**src/rtl/falafel_alloc_fsm_pkg.sv**
```systemverilog
// Package for the falafel first-fit allocator.
// Holds the LSU request/response types the allocator drives, the allocator
// state enum, the null address and align_size(), which rounds a request up
// to the allocation granularity and applies the minimum-block floor.
package falafel_alloc_fsm_pkg;

  localparam int DATA_W = 32;
  localparam logic [DATA_W-1:0] ALLOC_NULL_ADDR = '0;

  typedef enum logic [1:0] {
    LOAD   = 2'd0,
    INSERT = 2'd1,
    DELETE = 2'd2
  } lsu_op_e;

  typedef struct packed {
    logic [DATA_W-1:0] addr;
    logic [DATA_W-1:0] size;
    logic [DATA_W-1:0] next_addr;
  } header_data_t;

  typedef struct packed {
    logic         val;
    lsu_op_e      lsu_op;
    header_data_t header_data;
  } header_data_req_t;

  typedef struct packed {
    logic         val;
    header_data_t header_data;
  } header_data_rsp_t;

  typedef enum logic [2:0] {
    ALLOC_IDLE,
    ALLOC_REQ_LOAD,
    ALLOC_WAIT_LOAD,
    ALLOC_SPLIT,
    ALLOC_UNLINK,
    ALLOC_WAIT_STORE,
    ALLOC_RESP
  } alloc_state_e;

  // Result is one bit wider than the data path: bit DATA_W set means the
  // rounding overflowed and the request cannot be satisfied.
  function automatic logic [DATA_W:0] align_size(input logic [DATA_W-1:0] size,
                                                 input logic [DATA_W:0]   align,
                                                 input logic [DATA_W:0]   min_split);
    logic [DATA_W:0] sum;
    logic [DATA_W:0] asz;
    sum = {1'b0, size} + align - (DATA_W+1)'(1);
    asz = sum & ~(align - (DATA_W+1)'(1));
    if (asz < min_split) asz = min_split;
    return asz;
  endfunction

endpackage

```
**src/rtl/falafel_alloc_fsm_if.sv**
```systemverilog
// Core-side allocation port of the falafel allocator.
//   alloc_req_val/rdy/size : allocation request handshake and byte count
//   alloc_rsp_val/rdy      : result handshake
//   alloc_rsp_addr/err     : allocated address (0 on failure) and error flag
// master = the core issuing requests, slave = the allocator.
interface falafel_alloc_fsm_if;
  import falafel_alloc_fsm_pkg::*;

  logic              alloc_req_val;
  logic              alloc_req_rdy;
  logic [DATA_W-1:0] alloc_req_size;
  logic              alloc_rsp_val;
  logic              alloc_rsp_rdy;
  logic [DATA_W-1:0] alloc_rsp_addr;
  logic              alloc_rsp_err;

  modport master (
    output alloc_req_val, alloc_req_size, alloc_rsp_rdy,
    input  alloc_req_rdy, alloc_rsp_val, alloc_rsp_addr, alloc_rsp_err
  );

  modport slave (
    input  alloc_req_val, alloc_req_size, alloc_rsp_rdy,
    output alloc_req_rdy, alloc_rsp_val, alloc_rsp_addr, alloc_rsp_err
  );

endinterface

```
**src/rtl/falafel_alloc_fsm.sv**
```systemverilog
// First-fit allocation engine in front of the falafel LSU.
// Walks the singly linked free list starting at the sentinel HEAD_ADDR with
// one LSU LOAD per block, then either shrinks the chosen block (INSERT with
// the remainder size; the caller gets the tail) or unlinks it by rewriting
// the predecessor's next pointer (DELETE), and reports the address.
// Ports:
//   clk_i, rst_i   : clock, asynchronous active-high reset
//   alloc          : core request/response port (falafel_alloc_fsm_if.slave)
//   lsu_req_o      : request to the LSU (val, op, header data)
//   lsu_ready_i    : LSU can take a request
//   lsu_rsp_i      : LSU response
//   lsu_rsp_rdy_o  : allocator is waiting for an LSU response
// Optional FALAFEL_ALLOC_STATS_EN adds stat_ok_cnt_o, stat_fail_cnt_o and
// stat_max_walk_o.
module falafel_alloc_fsm
  import falafel_alloc_fsm_pkg::*;
#(
  parameter logic [DATA_W-1:0] HEAD_ADDR = 32'h0000_1000,
  parameter int unsigned       ALIGN     = 8,
  parameter int unsigned       MIN_SPLIT = 32,
  parameter int unsigned       MAX_WALK  = 1024
) (
  input  logic                   clk_i,
  input  logic                   rst_i,
  falafel_alloc_fsm_if.slave     alloc,
  output header_data_req_t       lsu_req_o,
  input  logic                   lsu_ready_i,
  input  header_data_rsp_t       lsu_rsp_i,
  output logic                   lsu_rsp_rdy_o
`ifdef FALAFEL_ALLOC_STATS_EN
  ,
  output logic [31:0]            stat_ok_cnt_o,
  output logic [31:0]            stat_fail_cnt_o,
  output logic [31:0]            stat_max_walk_o
`endif
);

  localparam logic [DATA_W:0]   ALIGN_W     = (DATA_W+1)'(ALIGN);
  localparam logic [DATA_W:0]   MIN_SPLIT_W = (DATA_W+1)'(MIN_SPLIT);
  localparam logic [DATA_W-1:0] MIN_SPLIT_D = DATA_W'(MIN_SPLIT);
  localparam logic [31:0]       MAX_WALK_D  = 32'(MAX_WALK);

  alloc_state_e      state_q, state_d;
  logic [DATA_W-1:0] asz_q, asz_d;
  logic [DATA_W-1:0] cur_q, cur_d;
  logic [DATA_W-1:0] prev_q, prev_d;
  logic [DATA_W-1:0] blk_size_q, blk_size_d;
  logic [DATA_W-1:0] next_q, next_d;
  logic [31:0]       walk_q, walk_d;
  logic              first_q, first_d;
  logic [DATA_W-1:0] res_addr_q, res_addr_d;
  logic              err_q, err_d;

  logic [DATA_W:0]   asz_full;
  logic [DATA_W-1:0] remainder;
  logic              fits;

  // The response carries the block address back; the allocator already
  // knows it, so it is deliberately ignored.
  logic unused_rsp_addr;
  assign unused_rsp_addr = ^lsu_rsp_i.header_data.addr;

  // State and datapath registers; reset abandons any walk in progress.
  always_ff @(posedge clk_i or posedge rst_i) begin
    if (rst_i) begin
      state_q    <= ALLOC_IDLE;
      asz_q      <= '0;
      cur_q      <= '0;
      prev_q     <= '0;
      blk_size_q <= '0;
      next_q     <= '0;
      walk_q     <= '0;
      first_q    <= 1'b0;
      res_addr_q <= '0;
      err_q      <= 1'b0;
    end else begin
      state_q    <= state_d;
      asz_q      <= asz_d;
      cur_q      <= cur_d;
      prev_q     <= prev_d;
      blk_size_q <= blk_size_d;
      next_q     <= next_d;
      walk_q     <= walk_d;
      first_q    <= first_d;
      res_addr_q <= res_addr_d;
      err_q      <= err_d;
    end
  end

  // Next state, datapath updates and outputs. Outputs depend only on
  // registered state so they stay stable while a handshake is pending.
  always_comb begin
    state_d    = state_q;
    asz_d      = asz_q;
    cur_d      = cur_q;
    prev_d     = prev_q;
    blk_size_d = blk_size_q;
    next_d     = next_q;
    walk_d     = walk_q;
    first_d    = first_q;
    res_addr_d = res_addr_q;
    err_d      = err_q;

    alloc.alloc_req_rdy  = 1'b0;
    alloc.alloc_rsp_val  = 1'b0;
    alloc.alloc_rsp_addr = '0;
    alloc.alloc_rsp_err  = 1'b0;
    lsu_req_o            = '0;
    lsu_rsp_rdy_o        = 1'b0;

    asz_full  = align_size(alloc.alloc_req_size, ALIGN_W, MIN_SPLIT_W);
    remainder = lsu_rsp_i.header_data.size - asz_q;
    fits      = lsu_rsp_i.header_data.size >= asz_q;

    unique case (state_q)
      ALLOC_IDLE: begin
        // Masked by reset so every output reads 0 while reset is held.
        alloc.alloc_req_rdy = !rst_i;
        if (alloc.alloc_req_val) begin
          prev_d     = HEAD_ADDR;
          cur_d      = HEAD_ADDR;
          walk_d     = '0;
          first_d    = 1'b1;
          res_addr_d = ALLOC_NULL_ADDR;
          if (alloc.alloc_req_size == '0 || asz_full[DATA_W]) begin
            err_d   = 1'b1;
            state_d = ALLOC_RESP;
          end else begin
            asz_d   = asz_full[DATA_W-1:0];
            err_d   = 1'b0;
            state_d = ALLOC_REQ_LOAD;
          end
        end
      end

      ALLOC_REQ_LOAD: begin
        lsu_req_o.val              = 1'b1;
        lsu_req_o.lsu_op           = LOAD;
        lsu_req_o.header_data.addr = cur_q;
        if (lsu_ready_i) state_d = ALLOC_WAIT_LOAD;
      end

      ALLOC_WAIT_LOAD: begin
        lsu_rsp_rdy_o = 1'b1;
        if (lsu_rsp_i.val) begin
          blk_size_d = lsu_rsp_i.header_data.size;
          next_d     = lsu_rsp_i.header_data.next_addr;
          if (first_q) begin
            // The sentinel only supplies the first real block; it is never a candidate.
            first_d = 1'b0;
            cur_d   = lsu_rsp_i.header_data.next_addr;
            if (lsu_rsp_i.header_data.next_addr == ALLOC_NULL_ADDR) begin
              err_d   = 1'b1;
              state_d = ALLOC_RESP;
            end else begin
              state_d = ALLOC_REQ_LOAD;
            end
          end else if (fits && remainder >= MIN_SPLIT_D) begin
            // Hand out the tail so the free block keeps its address and link.
            res_addr_d = cur_q + remainder;
            state_d    = ALLOC_SPLIT;
          end else if (fits) begin
            res_addr_d = cur_q;
            state_d    = ALLOC_UNLINK;
          end else begin
            prev_d = cur_q;
            cur_d  = lsu_rsp_i.header_data.next_addr;
            walk_d = walk_q + 32'd1;
            if (lsu_rsp_i.header_data.next_addr == ALLOC_NULL_ADDR || walk_d == MAX_WALK_D) begin
              res_addr_d = ALLOC_NULL_ADDR;
              err_d      = 1'b1;
              state_d    = ALLOC_RESP;
            end else begin
              state_d = ALLOC_REQ_LOAD;
            end
          end
        end
      end

      ALLOC_SPLIT: begin
        lsu_req_o.val                   = 1'b1;
        lsu_req_o.lsu_op                = INSERT;
        lsu_req_o.header_data.addr      = cur_q;
        lsu_req_o.header_data.size      = blk_size_q - asz_q;
        lsu_req_o.header_data.next_addr = next_q;
        if (lsu_ready_i) state_d = ALLOC_WAIT_STORE;
      end

      ALLOC_UNLINK: begin
        lsu_req_o.val                   = 1'b1;
        lsu_req_o.lsu_op                = DELETE;
        lsu_req_o.header_data.addr      = prev_q;
        lsu_req_o.header_data.next_addr = next_q;
        if (lsu_ready_i) state_d = ALLOC_WAIT_STORE;
      end

      ALLOC_WAIT_STORE: begin
        lsu_rsp_rdy_o = 1'b1;
        if (lsu_rsp_i.val) begin
          err_d   = 1'b0;
          state_d = ALLOC_RESP;
        end
      end

      ALLOC_RESP: begin
        alloc.alloc_rsp_val  = 1'b1;
        alloc.alloc_rsp_addr = res_addr_q;
        alloc.alloc_rsp_err  = err_q;
        if (alloc.alloc_rsp_rdy) state_d = ALLOC_IDLE;
      end

      default: state_d = ALLOC_IDLE;
    endcase
  end

`ifdef FALAFEL_ALLOC_STATS_EN
  // Outcome counters advance on the result handshake; the walk high-water
  // mark follows the walk counter as it is updated.
  always_ff @(posedge clk_i or posedge rst_i) begin
    if (rst_i) begin
      stat_ok_cnt_o   <= '0;
      stat_fail_cnt_o <= '0;
      stat_max_walk_o <= '0;
    end else begin
      if (state_q == ALLOC_RESP && alloc.alloc_rsp_rdy) begin
        if (err_q) stat_fail_cnt_o <= stat_fail_cnt_o + 32'd1;
        else       stat_ok_cnt_o   <= stat_ok_cnt_o + 32'd1;
      end
      if (walk_d > stat_max_walk_o) stat_max_walk_o <= walk_d;
    end
  end
`endif

endmodule

```
**src/flat_wrapper.sv**
```systemverilog
// flat-port wrapper written by rule: the top's interface ports become plain ports
module falafel_alloc_fsm_flat import falafel_alloc_fsm_pkg::*;
#(
  parameter logic [DATA_W-1:0] HEAD_ADDR = 32'h0000_1000,
  parameter int unsigned       ALIGN     = 8,
  parameter int unsigned       MIN_SPLIT = 32,
  parameter int unsigned       MAX_WALK  = 1024
)
  (clk_i, rst_i, lsu_req_o, lsu_ready_i, lsu_rsp_i, lsu_rsp_rdy_o, alloc_alloc_req_val, alloc_alloc_req_size, alloc_alloc_rsp_rdy, alloc_alloc_req_rdy, alloc_alloc_rsp_val, alloc_alloc_rsp_addr, alloc_alloc_rsp_err);
  falafel_alloc_fsm_if alloc_i ();
  input  logic clk_i;
  input  logic rst_i;
  output header_data_req_t lsu_req_o;
  input  logic lsu_ready_i;
  input  header_data_rsp_t lsu_rsp_i;
  output logic lsu_rsp_rdy_o;
  input wire logic [$bits(alloc_i.alloc_req_val)-1:0] alloc_alloc_req_val;
  input wire logic [$bits(alloc_i.alloc_req_size)-1:0] alloc_alloc_req_size;
  input wire logic [$bits(alloc_i.alloc_rsp_rdy)-1:0] alloc_alloc_rsp_rdy;
  output wire logic [$bits(alloc_i.alloc_req_rdy)-1:0] alloc_alloc_req_rdy;
  output wire logic [$bits(alloc_i.alloc_rsp_val)-1:0] alloc_alloc_rsp_val;
  output wire logic [$bits(alloc_i.alloc_rsp_addr)-1:0] alloc_alloc_rsp_addr;
  output wire logic [$bits(alloc_i.alloc_rsp_err)-1:0] alloc_alloc_rsp_err;
  assign alloc_i.alloc_req_val = alloc_alloc_req_val;
  assign alloc_i.alloc_req_size = alloc_alloc_req_size;
  assign alloc_i.alloc_rsp_rdy = alloc_alloc_rsp_rdy;
  assign alloc_alloc_req_rdy = alloc_i.alloc_req_rdy;
  assign alloc_alloc_rsp_val = alloc_i.alloc_rsp_val;
  assign alloc_alloc_rsp_addr = alloc_i.alloc_rsp_addr;
  assign alloc_alloc_rsp_err = alloc_i.alloc_rsp_err;
  falafel_alloc_fsm #(.HEAD_ADDR(HEAD_ADDR), .ALIGN(ALIGN), .MIN_SPLIT(MIN_SPLIT), .MAX_WALK(MAX_WALK)) u_core (.clk_i(clk_i), .rst_i(rst_i), .alloc(alloc_i), .lsu_req_o(lsu_req_o), .lsu_ready_i(lsu_ready_i), .lsu_rsp_i(lsu_rsp_i), .lsu_rsp_rdy_o(lsu_rsp_rdy_o));
endmodule
```
**config.mk**
```make
export PLATFORM = sky130hd
export DESIGN_NAME = falafel_alloc_fsm_flat
export DESIGN_NICKNAME = d
export VERILOG_FILES = /design/src/rtl/falafel_alloc_fsm_pkg.sv /design/src/rtl/falafel_alloc_fsm_if.sv /design/src/rtl/falafel_alloc_fsm.sv /design/src/flat_wrapper.sv
export SDC_FILE = /design/constraint.sdc
export NUM_CORES = 1
export LEC_CHECK = 0
export ABC_AREA = 0
export CAP_MARGIN = 10
export CORE_ASPECT_RATIO = 0.8
export CORE_MARGIN = 2
export CORE_UTILIZATION = 44
export CTS_BUF_LIST = sky130_fd_sc_hd__clkbuf_8 sky130_fd_sc_hd__clkbuf_16
export DETAILED_ROUTE_END_ITERATION = 16
export GPL_ROUTABILITY_DRIVEN = 1
export PLACE_DENSITY = 0.68
export SLEW_MARGIN = 25
export SYNTH_ARGS = -nofsm -noshare
export SYNTH_HDL_FRONTEND = slang
export SYNTH_SLANG_ARGS = --single-unit
```
**constraint.sdc**
```tcl
create_clock -name clk_i -period 22.3 [get_ports clk_i]
set_clock_uncertainty 0.15 [all_clocks]
set_input_delay 5.575 -clock clk_i [delete_from_list [all_inputs] [get_ports clk_i]]
set_output_delay 5.575 -clock clk_i [all_outputs]
set_load 0.005 [all_outputs]
```
==> After elaboration in Yosys (flattened, before gate mapping) <==
Index checks and enable logic that the tools add are counted.
{ "op_classes": {"addsub": 6, "magnitude_cmp": 3, "eq_ne": 21, "mux": 57, "bitwise_logic": 1, "n_reduce_logical": 19} }
{ "op_table": {"columns": ["op", "n"], "rows": [
  ["32-bit 2-to-1 mux", 22],
  ["32-bit case mux with 2 select lines", 4],
  ["35-bit case mux with 3 select lines", 1],
  ["32-bit zero test", 2],
  ["32-bit subtractor", 2],
  ["3-bit 2-to-1 mux", 12],
  ["32-bit by 4-bit adder with 33-bit output (second input constant)", 1],
  ["33-bit by 6-bit less-than comparator with 1-bit output (second input constant)", 1],
  ["33-bit 2-to-1 mux", 1],
  ["33-bit by 1-bit subtractor with 33-bit output (second input constant)", 1],
  ["32-bit by 1-bit adder with 32-bit output (second input constant)", 1],
  ["32-bit adder", 1],
  ["32-bit by 11-bit equality test with 1-bit output (second input constant)", 1],
  ["32-bit >= comparator", 1],
  ["32-bit by 6-bit >= comparator with 1-bit output (second input constant)", 1],
  ["3-bit case mux with 6 select lines", 1],
  ["2-bit != test (second input constant)", 8],
  ["1-bit 2-to-1 mux", 14],
  ["6-bit AND reduction", 2],
  ["5-bit AND reduction", 2],
  ["3-bit equality test (second input constant)", 3],
  ["8-bit AND reduction", 1],
  ["3-bit by 2-bit equality test with 1-bit output (second input constant)", 2],
  ["3-bit by 2-bit != test with 1-bit output (second input constant)", 2],
  ["other kinds (17)", 20]
]} }
{ "totals": {"register_bits": 229, "input_bits": 134, "out_inout_bits": 135, "word_cells": 117} }

==> Depth between registers and ports, before layout <==
{ "logic_depth": {"ltp_word": 9, "ltp_mapped": 22} }

==> Worst setup path after synthesis <==
OpenSTA, ideal clock, no wires.
{ "synth_timing": {"path_type": "input port to output port", "start": "input rst_i", "end": "output alloc_alloc_req_rdy", "arrival_ns": 5.791, "setup_slack_ns": 10.784, "stages": 1, "path_cell_list": "nor4_1"} }
{ "synth_via": {"elab_chain_len": 2} }
{ "synth_rtl": {"columns": ["item", "line_no", "rtl"], "rows": [
  ["from (decl)", "flat_wrapper.sv:12", "input logic rst_i;"],
  ["1-bit zero test (no source line)", null, null],
  ["1-bit 2-to-1 mux", "falafel_alloc_fsm.sv:115", "unique case (state_q)"],
  ["to (decl)", "flat_wrapper.sv:20", "output wire logic [$bits(alloc_i.alloc_req_rdy)-1:0] alloc_alloc_req_rdy;"]
]} }
No other way between the ends.

==> Final worst setup path <==
Ends and elaborated chain as after synthesis.

==> results.ini <==
[synth]
synthCells = 1943
yosysWarningCount = 0
synth_top_family_by_area = simple AND/OR/NAND/NOR gates
syn_area_um2 = 16300
synth_adder_area_share = 0.0719
avgSynthCellArea_um2 = 8.40
yosysUniqueCellTypes = 69
synthMuxAreaShare = 0.0614
synth_edf_count = 0
ys_async_sr_fraction = 1.00
synthesis.nets = 2169
yosys_register_bits = 226
synth-compound-area-share = 0.206
synthSimpleGateAreaFrac = 0.214
ys_seq_area_frac = 0.346
synth_xor_xnor_area_share = 0.0590
ys.flop_type = dfrtp_1

[grt]
grt_pass1_wl_um = 81000
grt_usage = 0.264
grt_max_degree = 102
antenna_found_initial = 0
grt_pass1_vias = 14500
gr-total-overflow = 0

[sta]
fin_crit_sh = 0.568
worst-slew-pin-transition_ps = 1020
finalSetupTns_ps = 0
drv_slew = 0
fin_crit_ps = 12670
hold_violations = 0
max_freq_ghz = 0.0789
grt_setup_unrepaired = false
relSlewSlack = 0.316
setup_violations = 0

[min_path]
min_to = u_core.prev_q[21]
worst_hold_startpoint = u_core.prev_q[21]
holdCritPathClass = reg -> reg
whs_path_depth = 2

[critical_path]
cp_num_buf_inv = 2
worstPathMaxFanout = 2
crit_family = buffers and inverters
reg2reg_to = u_core.res_addr_q[31]
worstReg2RegStart = u_core.asz_q[4]
crit_chain = clkdlybuf4s50_1 > nor4_1 > clkdlybuf4s50_1
crit_arrival_ps = 6950
crit_path_frequent_cell = clkdlybuf4s50_1
reg2reg_depth = 21
slowest_stage = clkdlybuf4s50_1
cp.required_ps = 16580
ff2ff_setup_slack_ps = 16940
endpoint_kind = primary output
criticalPathCategory = in -> out
slowest_delay_ps = 570
worst_setup_path_start_kind = input pin

[clock_tree]
cts_buffer_depth = 3
clk_latency_ps = 560
cts_hold_buf = 0
postCtsSetupRepairBufs = 0
cts.sinks = 226
cts_tree = done
root_buffer = clkbuf_16
path_clk_slew_ps = 60
numCtsBuffers = 26
cts_resized = 0
htreeDepth = 1

[power_and_ir_drop]
peakVddDrop_v = 0.0000647
leakage_nw = 8.74
power_density_nw_per_um2 = 133

[final_layout]
nNetsFinal = 2338
drive_gt1_frac = 0.0752
final_core_util = 0.542
area_delta_synth_final_pct = 22.3
antennaDiodeCount = 0

[routing]
wl_um = 51900
ant_nets = 0
num_vias = 15300
drtIter0Drc = 1313
first_pass_iters = 5
viasPerCell = 5.87
drc = 0
routedWlPerCell_um = 19.8

[floorplanning]
rows = 63
io_pins = 269
fp.coreArea_um2 = 36800
start_util = 0.443
fp.dieH_um = 176
dieWidth_um = 219
design.die.area_um2 = 38700

[placement]
place_hpwl_um = 38400
gp_congestion = 0.895
portBuffers = 236

[outcome]
status = finished clean

[flow_run]
maxCapViolations = 0

==> synth_stat cells, types with 6 or more instances <==
cell,count,area share
o21bai_1,9,0.0041
a2111oi_0,6,0.0032
and4_1,7,0.0038
xor2_1,48,0.026
and3_1,32,0.012
nor3_1,22,0.0067
a31oi_1,20,0.0077
xnor2_1,62,0.033
o31ai_1,19,0.0087
a211oi_1,14,0.0064
o31ai_2,9,0.0069
buf_2,8,0.0025
nor3b_1,7,0.0032
nand2b_1,16,0.0061
ha_1,89,0.068
a21oi_1,109,0.033
and2_1,81,0.031
mux2_2,65,0.045
or3_1,11,0.0042
nand2_1,259,0.060
nor2b_1,9,0.0034
o21a_1,7,0.0032
a22o_1,33,0.018
a21o_1,45,0.021
clkbuf_1,92,0.021
or4_1,6,0.0028
nand4_1,39,0.015
nand3_1,52,0.016
o211ai_1,7,0.0032
o31a_1,6,0.0032
dfrtp_1,226,0.35
o21ai_1,27,0.0083
mux2i_1,27,0.017
buf_1,11,0.0025
or2_2,6,0.0023
nor4_1,31,0.012
inv_1,67,0.015
nor2_1,129,0.030
o21ai_0,165,0.051
==> state kept, by name (all words and copies together), names as in the netlist <==
signal / cells
u_core.blk_size_q: 32
u_core.cur_q: 32
u_core.next_q: 32
u_core.prev_q: 32
u_core.res_addr_q: 32
u_core.walk_q: 32
u_core.asz_q: 29
u_core.state_q: 3
u_core.err_q: 1
u_core.first_q: 1
==> per-stage QoR <==
stage               power [mW]  std cells  hold WS [ps]  cell area, um^2  setup WS, ps
floorplan                 1.71       1943           290            16300         10380
global placement          2.16       2570           307            19000          9650
detailed placement        2.19       2570           317            19000          9630
CTS                       2.65       2614           332            19900          9620
global route              2.86       2615           348            20000          9620
finish                    2.65       2615           327            20000          9630
==> cells in the final DEF (no fill, tap or decap), types with 7 or more instances in the layout <==
cell             count
o21ai_1             24
and2_1              81
a21o_1              45
o21bai_1             9
a22o_1              33
a21oi_1            109
buf_4               15
nor2_1             128
clkbuf_16           26
inv_1               68
o211ai_1             7
xnor2_1             62
clkdlybuf4s50_1    236
nand4_1             39
and4_1               7
o21a_1               7
o31ai_2              9
nand2_1            258
nor2b_1              8
or3_1               11
a31oi_1             20
ha_1                89
o31ai_1             19
nor3_1              21
mux2_2              65
and3_1              31
xor2_1              48
a211oi_1            14
nand3_1             51
mux2i_1             27
nor4_1              31
o21ai_0            165
nand2b_1            16
dfrtp_1            226
==> final cells by class <==
type | count | area, um^2
Tap cell | 487 | 609
Clock buffer | 30 | 706
Multi-Input combinational cell | 1538 | 10000
Timing Repair Buffer | 253 | 2510
Inverter | 67 | 259
Sequential cell | 226 | 5660
Clock inverter | 14 | 173
Fill cell | 3381 | 16900
==> worst max path at each step <==
stage | startpoint | end | slack [ps] | cells past startpoint
after CTS | rst_i | alloc_alloc_req_rdy | 9620 | 3
after global placement | rst_i | alloc_alloc_req_rdy | 9650 | 3
after detailed placement | rst_i | alloc_alloc_req_rdy | 9630 | 3
final | rst_i | alloc_alloc_req_rdy | 9630 | 3
after global routing | rst_i | alloc_alloc_req_rdy | 9620 | 3
after floorplan | rst_i | u_core.asz_q[10] | 10380 | 1
==> tightest hold or removal path: stages, from the launching register on <==
cell     delay, ps
dfrtp_1        340
nand2_1         40
o21ai_0         60
==> cell families after synthesis <==
group	after synthesis
compound gates	528
simple gates	716
xor+xnor	110
mux	92
fa+ha+maj	92
buf+inv	179
flops	226
==> layer usage <==
layer / track usage / vias to the layer above / wire [um]
met5: 0 / - / 0
met4: 0.0648 / 0 / 1260
met3: 0.0488 / 81 / 3750
met2: 0.406 / 527 / 23200
met1: 0.383 / 7447 / 23600
li1: - / 7287 / -
==> power breakdown <==
| part | total, mW | leakage (nW) | switching, mW | internal, mW |
|---|---|---|---|---|
| Combinational | 1.56 | 5.36 | 0.892 | 0.665 |
| Clock | 0.446 | 0.437 | 0.186 | 0.261 |
| Sequential | 0.647 | 2.94 | 0.112 | 0.534 |
| Total | 2.65 | 8.74 | 1.19 | 1.46 |
(Power assumes the default switching activity.)
